$ cat src/rtl/uart_tx_arbiter.sv
// Round-robin scheduler sharing one UART byte transmitter between NUM_REQ requesters.
// A multi-byte message (terminated by req_last) keeps the grant so strings never interleave.
module uart_tx_arbiter #(
    parameter int NUM_REQ  = 4,
    parameter int DATA_W   = 8,
    parameter int START_TO = 15
) (
    input  logic                       clk,
    input  logic                       rst,
    input  logic [NUM_REQ-1:0]         req_valid,
    input  logic [NUM_REQ*DATA_W-1:0]  req_data,
    input  logic [NUM_REQ-1:0]         req_last,
    output logic [NUM_REQ-1:0]         req_ready,
    output logic                       tx_send,
    output logic [DATA_W-1:0]          tx_data,
    input  logic                       tx_busy,
    output logic [NUM_REQ-1:0]         grant,
    output logic                       locked,
    output logic                       err_timeout
);

    localparam int IW = (NUM_REQ > 1) ? $clog2(NUM_REQ) : 1;
    localparam int CW = (START_TO > 1) ? $clog2(START_TO + 1) : 1;

    localparam logic [1:0] ST_IDLE       = 2'd0;
    localparam logic [1:0] ST_ISSUE      = 2'd1;
    localparam logic [1:0] ST_WAIT_START = 2'd2;
    localparam logic [1:0] ST_WAIT_DONE  = 2'd3;

    // Returns {found, index} of the first set candidate at or after ptr, wrapping.
    function automatic logic [IW:0] rr_pick(input logic [NUM_REQ-1:0] cand,
                                            input logic [IW-1:0]      ptr);
        logic [IW:0] res;
        int unsigned idx;
        res = '0;
        for (int j = 0; j < NUM_REQ; j++) begin
            idx = 32'(ptr) + 32'(j);
            if (idx >= 32'(NUM_REQ)) begin
                idx = idx - 32'(NUM_REQ);
            end else begin
                idx = idx;
            end
            if (!res[IW] && cand[idx[IW-1:0]]) begin
                res = {1'b1, idx[IW-1:0]};
            end else begin
                res = res;
            end
        end
        return res;
    endfunction

    function automatic logic [IW-1:0] next_ptr(input logic [IW-1:0] k);
        logic [IW-1:0] r;
        if (32'(k) >= 32'(NUM_REQ - 1)) begin
            r = '0;
        end else begin
            r = k + IW'(1);
        end
        return r;
    endfunction

    function automatic logic [NUM_REQ-1:0] onehot(input logic [IW-1:0] k);
        logic [NUM_REQ-1:0] r;
        r    = '0;
        r[k] = 1'b1;
        return r;
    endfunction

    logic [1:0]          state_r;
    logic [IW-1:0]       ptr_r;
    logic [IW-1:0]       owner_r;
    logic                last_q_r;
    logic [CW-1:0]       cnt_r;
    logic [NUM_REQ-1:0]  req_ready_r;
    logic                tx_send_r;
    logic [DATA_W-1:0]   tx_data_r;
    logic [NUM_REQ-1:0]  grant_r;
    logic                locked_r;
    logic                err_timeout_r;

    logic [NUM_REQ-1:0]  cand_s;
    logic [IW:0]         pick_s;
    logic                pick_found_s;
    logic [IW-1:0]       pick_idx_s;
    logic [DATA_W-1:0]   pick_data_s;
    logic                pick_last_s;

    // Candidate set and round-robin selection; while locked only the owner may be picked.
    always_comb begin
        if (locked_r) begin
            cand_s = req_valid & grant_r;
        end else begin
            cand_s = req_valid;
        end
        pick_s       = rr_pick(cand_s, ptr_r);
        pick_found_s = pick_s[IW];
        pick_idx_s   = pick_s[IW-1:0];
    end

    // Byte and last flag of the selected requester.
    always_comb begin
        pick_data_s = '0;
        pick_last_s = 1'b0;
        for (int i = 0; i < NUM_REQ; i++) begin
            if (pick_idx_s == IW'(i)) begin
                pick_data_s = req_data[i*DATA_W +: DATA_W];
                pick_last_s = req_last[i];
            end else begin
                pick_data_s = pick_data_s;
                pick_last_s = pick_last_s;
            end
        end
    end

    // Scheduler state machine with registered outputs; pulses default low each cycle.
    always_ff @(posedge clk or negedge rst) begin
        if (!rst) begin
            state_r       <= ST_IDLE;
            ptr_r         <= '0;
            owner_r       <= '0;
            last_q_r      <= 1'b0;
            cnt_r         <= '0;
            req_ready_r   <= '0;
            tx_send_r     <= 1'b0;
            tx_data_r     <= '0;
            grant_r       <= '0;
            locked_r      <= 1'b0;
            err_timeout_r <= 1'b0;
        end else begin
            req_ready_r   <= '0;
            tx_send_r     <= 1'b0;
            err_timeout_r <= 1'b0;
            case (state_r)
                ST_IDLE: begin
                    if (!tx_busy && pick_found_s) begin
                        owner_r     <= pick_idx_s;
                        grant_r     <= onehot(pick_idx_s);
                        tx_data_r   <= pick_data_s;
                        last_q_r    <= pick_last_s;
                        req_ready_r <= onehot(pick_idx_s);
                        tx_send_r   <= 1'b1;
                        state_r     <= ST_ISSUE;
                    end else begin
                        state_r     <= ST_IDLE;
                    end
                end
                ST_ISSUE: begin
                    cnt_r   <= '0;
                    state_r <= ST_WAIT_START;
                end
                ST_WAIT_START: begin
                    if (tx_busy) begin
                        state_r <= ST_WAIT_DONE;
                    end else if (cnt_r == CW'(START_TO - 1)) begin
                        // Transmitter never started: abandon the message and move on.
                        err_timeout_r <= 1'b1;
                        locked_r      <= 1'b0;
                        grant_r       <= '0;
                        ptr_r         <= next_ptr(owner_r);
                        state_r       <= ST_IDLE;
                    end else begin
                        cnt_r <= cnt_r + CW'(1);
                    end
                end
                ST_WAIT_DONE: begin
                    if (!tx_busy) begin
                        state_r <= ST_IDLE;
                        if (last_q_r) begin
                            locked_r <= 1'b0;
                            grant_r  <= '0;
                            ptr_r    <= next_ptr(owner_r);
                        end else begin
                            locked_r <= 1'b1;
                        end
                    end else begin
                        state_r <= ST_WAIT_DONE;
                    end
                end
                default: begin
                    state_r <= ST_IDLE;
                end
            endcase
        end
    end

    assign req_ready   = req_ready_r;
    assign tx_send     = tx_send_r;
    assign tx_data     = tx_data_r;
    assign grant       = grant_r;
    assign locked      = locked_r;
    assign err_timeout = err_timeout_r;

endmodule

$ cat config.mk
export PLATFORM = sky130hd
export DESIGN_NAME = uart_tx_arbiter
export DESIGN_NICKNAME = d
export VERILOG_FILES = /design/src/rtl/uart_tx_arbiter.sv
export SDC_FILE = /design/constraint.sdc
export NUM_CORES = 1
export LEC_CHECK = 0
export CAP_MARGIN = 10
export CORE_AREA = 4 4 79 81
export CTS_CLUSTER_DIAMETER = 80
export CTS_CLUSTER_SIZE = 12
export DETAILED_ROUTE_END_ITERATION = 12
export DIE_AREA = 0 0 83 85
export GPL_ROUTABILITY_DRIVEN = 1
export PLACE_DENSITY = 0.63
export SLEW_MARGIN = 15
export SYNTH_ARGS = -nofsm -noshare
export SYNTH_HDL_FRONTEND = slang
export SYNTH_SLANG_ARGS = --single-unit
$ cat constraint.sdc
create_clock -name clk -period 2.35 [get_ports clk]
set_input_delay 0.47 -clock clk [delete_from_list [all_inputs] [get_ports clk]]
set_output_delay 0.47 -clock clk [all_outputs]
set_load 0.05 [all_outputs]
# [Word level (Yosys, flattened, before mapping)]
# Cells that the tools add are included.
[word_totals] reg_bits=30 inputBits=43 out_inout_bits=19 word_cells=124
[op_classes] add_sub_neg=9 n_lt_le_gt_ge=11 eq_ne=14 muxes=59 bitwise_logic=1 reduce_logical=19
[ops] cell="2-to-1 mux 4 bit" count=10
[ops] cell="2-to-1 mux 8 bit" count=4
[ops] cell="2-to-1 mux 2 bit" count=12
[ops] cell="2-to-1 mux 1 bit" count=19
[ops] cell="< comparator 2 x 3 -> 1 bit, second input constant" count=5
[ops] cell="2-to-1 mux 3 bit" count=4
[ops] cell="inequality test 2 bit, second input constant" count=6
[ops] cell="case mux 4 bit (3 select lines)" count=1
[ops] cell=">= comparator 3 bit, second input constant" count=3
[ops] cell="binary-select mux 1 bit (select 2 bit)" count=4
[ops] cell="equality test 2 bit, second input constant" count=4
[ops] cell="case mux 2 bit (4 select lines)" count=1
[ops] cell="case mux 4 bit (2 select lines)" count=1
[ops] cell="subtractor 2 x 1 -> 2 bit, second input constant" count=4
[ops] cell="adder 2 x 2 -> 3 bit, second input constant" count=2
[ops] cell="AND reduction 6 bit" count=1
[ops] cell="logical AND 1 bit" count=5
[ops] cell="AND reduction 5 bit" count=1
[ops] cell="adder 4 x 1 -> 4 bit, second input constant" count=1
[ops] cell="bitwise AND 4 bit" count=1
[ops] cell="equality test 2 x 1 -> 1 bit, second input constant" count=2
[ops] cell="equality test 4 bit, second input constant" count=1
[ops] cell="logical NOT 1 bit" count=4
[ops] cell="logical NOT 2 bit" count=2
[ops] cell="14 further kinds" count=15

# [Depth between registers and ports, before layout]
# Gate-level depths: netlist (run 1).
[logic_depth] depth_word=20 depth_mapped=9 mapped_depth_nobuf=8

# [Worst setup path before layout (run 1)]
# No wires, ideal clock.
[synth_timing] kind="register -> register" from="register locked_r (netlist: locked)" to="register grant_r[1] (netlist: grant[1])" setup_time_ns=0.122 arrival_time_ns=2.050 required_ns=2.228 path_slack_ns=0.179 stages_incl_launch_ff=7 n_path_buf=1 synth_period_minus_slack_ns=2.171 path_cell_list="dfrtp_1 -> buf_2 -> a21oi_1 -> or4_1 -> o211ai_1 -> nor2_4 -> a32o_1"
[synth_between] elab_chain_cells=19 elab_cells_between_ends=29 classes_between="2 x order compare; 1 x eq/ne; 17 x mux; 9 x reduce/logical"
[synth_rtl] item="from (decl)" line="78" rtl="logic locked_r;"
[synth_rtl] item="from (signal assigned)" line="127" rtl="locked_r <= 1'b0;"
[synth_rtl] item="from (signal assigned)" line="157" rtl="locked_r <= 1'b0;"
[synth_rtl] item="from (signal assigned)" line="169" rtl="locked_r <= 1'b0;"
[synth_rtl] item="2-to-1 mux 4 bit (*)" line="90" rtl="if (locked_r) begin"
[synth_rtl] item="binary-select mux 1 bit (select 2 bit)" line="43" rtl="if (!res[IW] && cand[idx[IW-1:0]]) begin"
[synth_rtl] item="2-to-1 mux 1 bit (not written as such)" line="43"
[synth_rtl] item="2-to-1 mux 3 bit" line="43"
[synth_rtl] item="logical NOT 1 bit" line="43"
[synth_rtl] item="logical AND 1 bit" line="43"
[synth_rtl] item="2-to-1 mux 3 bit" line="43"
[synth_rtl] item="logical NOT 1 bit" line="43"
[synth_rtl] item="(+3 left out)"
[synth_rtl] item="logical AND 1 bit" line="43"
[synth_rtl] item="2-to-1 mux 3 bit (*)" line="43"
[synth_rtl] item="< comparator 2 x 3 -> 1 bit (not written as such) or >= comparator 2 x 1 -> 1 bit (tied branches)" line="65" rtl="r[k] = 1'b1;"
[synth_rtl] item="logical AND 1 bit (not written as such)" line="65"
[synth_rtl] item="2-to-1 mux 1 bit (not written as such)" line="65"
[synth_rtl] item="demux 1 bit (select 2 bit)" line="65"
[synth_rtl] item="2-to-1 mux 4 bit" line="135" rtl="if (!tx_busy && pick_found_s) begin"
[synth_rtl] item="case mux 4 bit (3 select lines)" line="133" rtl="case (state_r)"
[synth_rtl] item="to (signal assigned)" line="137" rtl="grant_r <= onehot(pick_idx_s);"
[synth_rtl] item="to (decl)" line="77" rtl="logic [NUM_REQ-1:0] grant_r;"
# Mark *: on every way between the ends. The rest lies on a longest branch, timed or not. The select of a mux whose other input is x is not followed.
# A chain may end at the register's enable or synchronous reset.

# [Worst setup path after layout (run 1)]
[layout_timing] from="input req_valid[1]" to="register grant_r[1] (netlist: grant[1])"
[layout_between] elab_chain_cells=20 elab_cells_between_ends=30 classes_between="2 x order compare; 1 x eq/ne; 17 x mux; 1 x bitwise; 9 x reduce/logical"
[layout_rtl] item="from (decl)" line="10" rtl="input logic [NUM_REQ-1:0] req_valid,"
[layout_rtl] item="bitwise AND 4 bit" line="91" rtl="cand_s = req_valid & grant_r;"
[layout_rtl] item="2-to-1 mux 4 bit (*)" line="90"
[layout_rtl] item="binary-select mux 1 bit (select 2 bit)" line="43"
[layout_rtl] item="2-to-1 mux 1 bit (not written as such)" line="43"
[layout_rtl] item="2-to-1 mux 3 bit" line="43"
[layout_rtl] item="logical NOT 1 bit" line="43"
[layout_rtl] item="logical AND 1 bit" line="43"
[layout_rtl] item="2-to-1 mux 3 bit" line="43"
[layout_rtl] item="(+4 left out)"
[layout_rtl] item="logical AND 1 bit" line="43"
[layout_rtl] item="2-to-1 mux 3 bit (*)" line="43"
[layout_rtl] item="< comparator 2 x 3 -> 1 bit (not written as such) or >= comparator 2 x 1 -> 1 bit (tied branches)" line="65"
[layout_rtl] item="logical AND 1 bit (not written as such)" line="65"
[layout_rtl] item="2-to-1 mux 1 bit (not written as such)" line="65"
[layout_rtl] item="demux 1 bit (select 2 bit)" line="65"
[layout_rtl] item="2-to-1 mux 4 bit" line="135"
[layout_rtl] item="case mux 4 bit (3 select lines)" line="133"
# Marks and branches as above.

==> results.md, run 1 <==
* Hold buffers post-CTS at 0
* Vias per cell at approximately 5.4
* Commonest cells after routing, fill and taps aside: 60 x clkdlybuf4s50_1, 29 x dfrtp_1, 25 x buf_4
* Clk pin slew, worst setup/hold paths at 0.07 ns
* Mapped Cells at 210
* HP Class: reg2reg
* Critical Path Fanout Max at 8
* Share of layout cells above drive strength 1 at 18.03%
* Overall Global Routing Usage at 16.79%
* Final WL at approximately 6000 um
* #FFs+latches synth at 30
* Number of nets with antenna violations after routing at 0
* Slowest cell on the critical path: or4_1
* Number of global-route vias before repair at 1,939
* Post-route cell area at 2888 um2
* DRT iter0 DRCs at 111
* I/O Buffers at 61
* Initial Util at 34.96%
* Critical Path, Cell by Cell: clkdlybuf4s50_1 > mux2i_1 > a21o_1 > or4_1 > o211ai_1 > nor2_4 > a32o_1
* Clock Path Buffers at 2
* Max Cap Viol at 0
* Post-synth EDFFs at 0
* Largest net degree at the start of global routing at 31
* Final-report hold violation count at 0
* TritonCTS Buffers at 5
* Antenna Cells at 0
* DRC at 0
* Pwr dens at 1458 nW/um2
* CTS H-tree lvls at 2
* Largest stage delay on the critical path at ~0.50 ns
* Synth Flop Type: dfrtp_1
* Post-DP HPWL at about 4200 um
* Full die area at 7055 um2
* First-pass GRT wire length at 9625 um
* Worst Path Required at 2.53 ns
* Peak VDD IR at 620.1 uV
* Place WS at -0.1812 ns
* Clock root cell: clkbuf_8
* Post-layout util at between 50% and 60%
* Slew margin rel. at 64.30%
* Final hold slack at 0.5039 ns
* Worst path bufs/invs at 1
* Slack of the critical path at 0.1156 ns
* Area grow syn2layout at 50.95%
* Leak at around 1.2 nW
* IO Count at slightly above 60
* Die extent in x at slightly above 80 um
* CP arrival at 2.41 ns
* Final slew viol count at 0
* Critical path type: in2reg
* Drt wl/cell at 15.93 um
* Sequential element share of the synthesized area at just under 40%
* Status: completed
* Fin crit share at about 95%
* Crit path capture type: register
* Syn Nets at ~260
* Synth Cell Area at 1913 um2
* CTS tree: built
* Most common cell after layout, fill and taps aside: clkdlybuf4s50_1
* Clk_lat worst skew at 0.28 ns
* Die Height at 85 um
* Final net count at 339
* Grt total ovfl at 0
* CP delay by family, top: compound AO/OA/AOI/OAI gates
* Fin crit period at 2.234 ns
* Average size of a mapped cell at 9.110 um2
* Slew @ Worst Pin at 0.5338 ns
* Gpl congestion at 0.9102
* Vias at 1,966
* Synth async-reset ratio at 100.0%
* Placed inst area at 2734 um2
* Clock Sinks at 30
* Setup Skew at 0.004283 ns
* DR pass1 iterations at 4
* Warnings, synthesis at 0
* Core Area at ~5500 um2
* Core Rows at 27
* CP startpoint kind: input port
* Synth cell types at 48
* FMAX at 0.4476 GHz
* Setup Viol. Count Final at 0
* Initial antenna violation count at 0
==> report_power, final <==
part           switching, mW  total, mW  internal (mW)
Combinational           1.55       2.59           1.04
Sequential             0.249      0.965          0.716
Clock                  0.206      0.658          0.452
Total                   2.00       4.21           2.21
==> layout make-up <==
cell class	instances	area, um2
multi-input combinational	162	1072
tap	72	90.09
timing repair buffer	86	800.8
sequential	30	752.0
clock inverter	2	60.06
inverter	8	30.03
fill	528	2585
clock buffer	6	82.58
==> per-layer routing <==
layer / up-vias / share of wire, % / routed length (um) / track usage [%]
met5: - / 0 / 0 / 0
met4: 0 / 1.8 / 106 / 6.241
met3: 10 / 3.7 / 216 / 3.398
met2: 49 / 47 / 2744 / 26.53
met1: 945 / 47 / 2763 / 22.71
li1: 962 / - / - / -
==> flip-flops by register name (all words and copies together), names as in the netlist <==
register / count
tx_data: 8
cnt_r: 4
grant: 4
req_ready: 4
owner_r: 2
ptr_r: 2
state_r: 2
err_timeout: 1
last_q_r: 1
locked: 1
tx_send: 1
==> cells in the mapped netlist (all sizes together) (2+ instances only) <==
cell type,number,area (um2)
a211oi,2,20.02
a21o,5,38.79
a21oi,15,75.07
a22o,8,70.07
a311oi,2,30.03
a31o,2,17.52
a31oi,8,50.05
and2,3,18.77
buf,7,53.80
clkbuf,3,11.26
dfrtp,30,750.7
ha,3,37.54
inv,8,30.03
mux2i,8,83.83
nand2,13,56.30
nand2b,5,31.28
nand3,14,70.07
nand4,8,50.05
nor2,19,78.82
nor3,3,20.02
o2111a,2,22.52
o211ai,2,15.01
o21ai,22,110.1
o31ai,4,48.79
xor2,2,17.52
==> tightest hold or removal path, cell delays in order, from the launching register on <==
cell	delay (ns)
dfrtp_1	0.36
nand2_1	0.05
o21ai_0	0.06
==> worst paths after layout <==
check	from	to	slack, ns	depth (start not counted)
hold / removal	owner_r[1]	owner_r[1]	0.50	2
setup / recovery	req_valid[1]	grant[1]	0.12	7
setup reg to reg	ptr_r[0]	grant[1]	0.17	6
max in group asynchronous	rst	ptr_r[0]	1.48	2
min in group asynchronous	rst	cnt_r[3]	0.57	2
hold reg to reg	owner_r[1]	owner_r[1]	0.50	2
==> stage by stage <==
step / setup TNS (ns) / instances / total power, mW
2_1_floorplan: 0 / 210 / 2.715
3_3_place_gp: -1.093 / 357 / 3.486
3_5_place_dp: -1.304 / 357 / 3.507
4_1_cts: 0 / 365 / 4.188
5_1_grt: -0.01074 / 366 / 4.501
6_report: 0 / 366 / 4.211
==> timing repair <==
item | CTS | global route
gates resized for setup | 0 | 2
setup buffers | 0 | 1
setup endpoints to repair | 0 | 14
==> cell families after synthesis <==
kind of cell	synth area share [%]
mux	4.382
fa+ha+maj	1.962
flops	39.24
simple gates	18.44
xor+xnor	0.9158
buf+inv	4.971
compound gates	30.09
No activity file was read; power rests on OpenSTA's default activity.
==> run 2: changes to the inputs <==
CTS_BUF_LIST = sky130_fd_sc_hd__clkbuf_8   (was not set)
==> results of run 2 <==
Final layout, timing and power as in run 1 (identical DEF).
==> run 3: changes to the inputs <==
RECOVER_POWER = 50   (was not set)
==> results.md, run 3 (synthesis results as in run 1) <==
* Status: completed
* CP arrival at 2.41 ns (about the same)
* Slew margin rel. at 49.17% (-15 points)
* Slack of the critical path at 0.1127 ns (-0.002960 ns)
* Slowest cell on the critical path: or4_1
* Full die area at 7055 um2 (unchanged)
* Critical path origin: req_valid[1]
* Final hold slack at 0.5112 ns (+0.007302 ns)
* Clk pin slew, worst setup/hold paths at 0.07 ns (about the same)
* Setup Viol. Count Final at 0 (unchanged)
* Crit path depth at 7 (unchanged)
* Post-route cell area at 2882 um2 (-0.22%)
* Initial Util at 34.96% (unchanged)
* Clk_lat worst skew at 0.28 ns (about the same)
* DR pass1 iterations at 4 (unchanged)
* Final WL at 5856 um (+0.45%)
* Core Rows at 27 (unchanged)
* Commonest cells after routing, fill and taps aside: 58 x clkdlybuf4s50_1, 29 x dfrtp_1, 22 x buf_4
* Vias per cell at 5.355 (-0.31%)
* Final slew viol count at 0 (unchanged)
* Clock root cell: clkbuf_8
* Final-report hold violation count at 0 (unchanged)
* Reg2Reg Setup Slack at 0.17 ns (about the same)
* Place WS at -0.1812 ns (unchanged)
* Area grow syn2layout at 50.62%
* CP startpoint kind: input port
* Fin crit share at 95.20% (+0.13 points)
* Gpl congestion at 0.9102 (unchanged)
* Crit path capture type: register
* CP delay by family, top: compound AO/OA/AOI/OAI gates
* Drt wl/cell at 16.00 um (+0.45%)
* Worst Path Required at 2.53 ns (about the same)
* End point of the critical path: grant[1]
* Max Cap Viol at 0 (unchanged)
* Critical Path, Cell by Cell: clkdlybuf4s50_1 > mux2i_1 > a21o_1 > or4_1 > o211ai_1 > nor2_4 > a32o_1
* DRT iter0 DRCs at 110 (-0.90%)
* CTS H-tree lvls at 2 (unchanged)
* Initial antenna violation count at 0 (unchanged)
* RR Startpoint: ptr_r[0]
* CTS tree: built
* HP Class: reg2reg
* Worst path bufs/invs at 1 (unchanged)
* Fin crit period at 2.237 ns (+0.002960 ns)
* Setup Skew at 0.004150 ns (-0.0001325 ns)
* Critical path type: in2reg
* I/O Buffers at 61 (unchanged)
* Post-DP HPWL at 4239 um (unchanged)
* Critical Path Fanout Max at 8 (unchanged)
* Number of cells on the worst reg-to-reg path at 6 (unchanged)
* Die Height at 85 um (unchanged)
* IO Count at 62 (unchanged)
* Largest stage delay on the critical path at 0.50 ns (about the same)
* FF-to-FF End: grant[1]
* Peak VDD IR at 620.8 uV (+0.10%)
* Slew @ Worst Pin at 0.7624 ns (+0.2286 ns)
* Core Area at 5473 um2 (unchanged)
* Overall Global Routing Usage at 16.79% (unchanged)
* Clock Path Buffers at 2 (unchanged)
* DRC at 0 (unchanged)
* TritonCTS Buffers at 5 (unchanged)
* Final net count at 339 (unchanged)
* Largest net degree at the start of global routing at 31 (unchanged)
* Placed inst area at 2734 um2 (unchanged)
* Pwr dens at 1462 nW/um2 (+0.24%)
* Vias at 1,960 (-0.31%)
* Antenna Cells at 0 (unchanged)
* Number of global-route vias before repair at 1,939 (unchanged)
* Number of nets with antenna violations after routing at 0 (unchanged)
* Most common cell after layout, fill and taps aside: clkdlybuf4s50_1
* FMAX at 0.4470 GHz (-0.13%)
* First-pass GRT wire length at 9625 um (unchanged)
* Clock Sinks at 30 (unchanged)
* Max FFs per register at 8 (unchanged)
* Die extent in x at 83 um (unchanged)
* Share of layout cells above drive strength 1 at 17.69% (-0.34 points)
* Grt total ovfl at 0 (unchanged)
* Leak at 1.238 nW (-0.44%)
* Hold buffers post-CTS at 0 (unchanged)
==> run 3: cell count changes in the layout (fill, tap and decap cells not counted) <==
| cell | before | now |
|---|---|---|
| clkbuf_4 | 0 | 1 |
| clkbuf_1 | 0 | 1 |
| buf_4 | 25 | 22 |
| and2_0 | 0 | 1 |
| and2_1 | 3 | 2 |
| dlygate4sd3_1 | 0 | 2 |
| clkdlybuf4s50_1 | 60 | 58 |
| clkbuf_2 | 0 | 1 |
==> run 3: cell type report <==
type / count / area [um2]
Inverter: 8 / 30.03
Tap cell: 72 / 90.09
Sequential cell: 30 / 752.0
Clock buffer: 6 / 82.58
Clock inverter: 2 / 60.06
Multi-Input combinational cell: 162 / 1072
Fill cell: 531 / 2591
Timing Repair Buffer: 86 / 794.5
==> run 3: metal layers <==
metal | share of wire (%) | GRT usage, %
met1 | 48 | 22.71
met5 | 0 | 0
met3 | 3.7 | 3.398
met2 | 47 | 26.53
met4 | 1.8 | 6.241
==> run 3: timing repair <==
| action | 4_1_cts | 5_1_grt |
|---|---|---|
| setup endpoints to repair | 0 | 14 |
| resized for setup | 0 | 2 |
| buffers inserted | 0 | 1 |
==> run 3: worst min-delay path by stage <==
stage / depth (start not counted) / start / slack [ns] / end
4_1_cts: 2 / owner_r[1] / 0.51 / owner_r[1]
2_1_floorplan: 0 / rst / 0.17 / cnt_r[0]
3_5_place_dp: 2 / owner_r[1] / 0.48 / owner_r[1]
6_report: 2 / owner_r[1] / 0.51 / owner_r[1]
5_1_grt: 2 / owner_r[1] / 0.56 / owner_r[1]
3_3_place_gp: 2 / owner_r[1] / 0.47 / owner_r[1]
==> run 3: power by group <==
part / switching, mW / internal [mW]
combinational: 1.55 / 1.04
clock: 0.206 / 0.452
sequential: 0.249 / 0.716
total: 2.01 / 2.20
==> run 3: worst min-delay path, delay by kind of cell, from the launching register on <==
kind	cells	cell delay, ns
simple gates	1	0.05
flops	1	0.36
compound gates	1	0.06
==> run 3: per-stage QoR <==
| stage | utilization [%] | cells | total power, mW | TNS [ns] |
|---|---|---|---|---|
| after global routing | 52.65 | 366 | 4.498 | -0.01074 |
| after CTS | 52.56 | 365 | 4.188 | 0 |
| after global placement | 49.95 | 357 | 3.486 | -1.093 |
| after detailed placement | 49.95 | 357 | 3.507 | -1.304 |
| after floorplan | - | 210 | 2.715 | 0 |
| final | 52.65 | 366 | 4.212 | 0 |
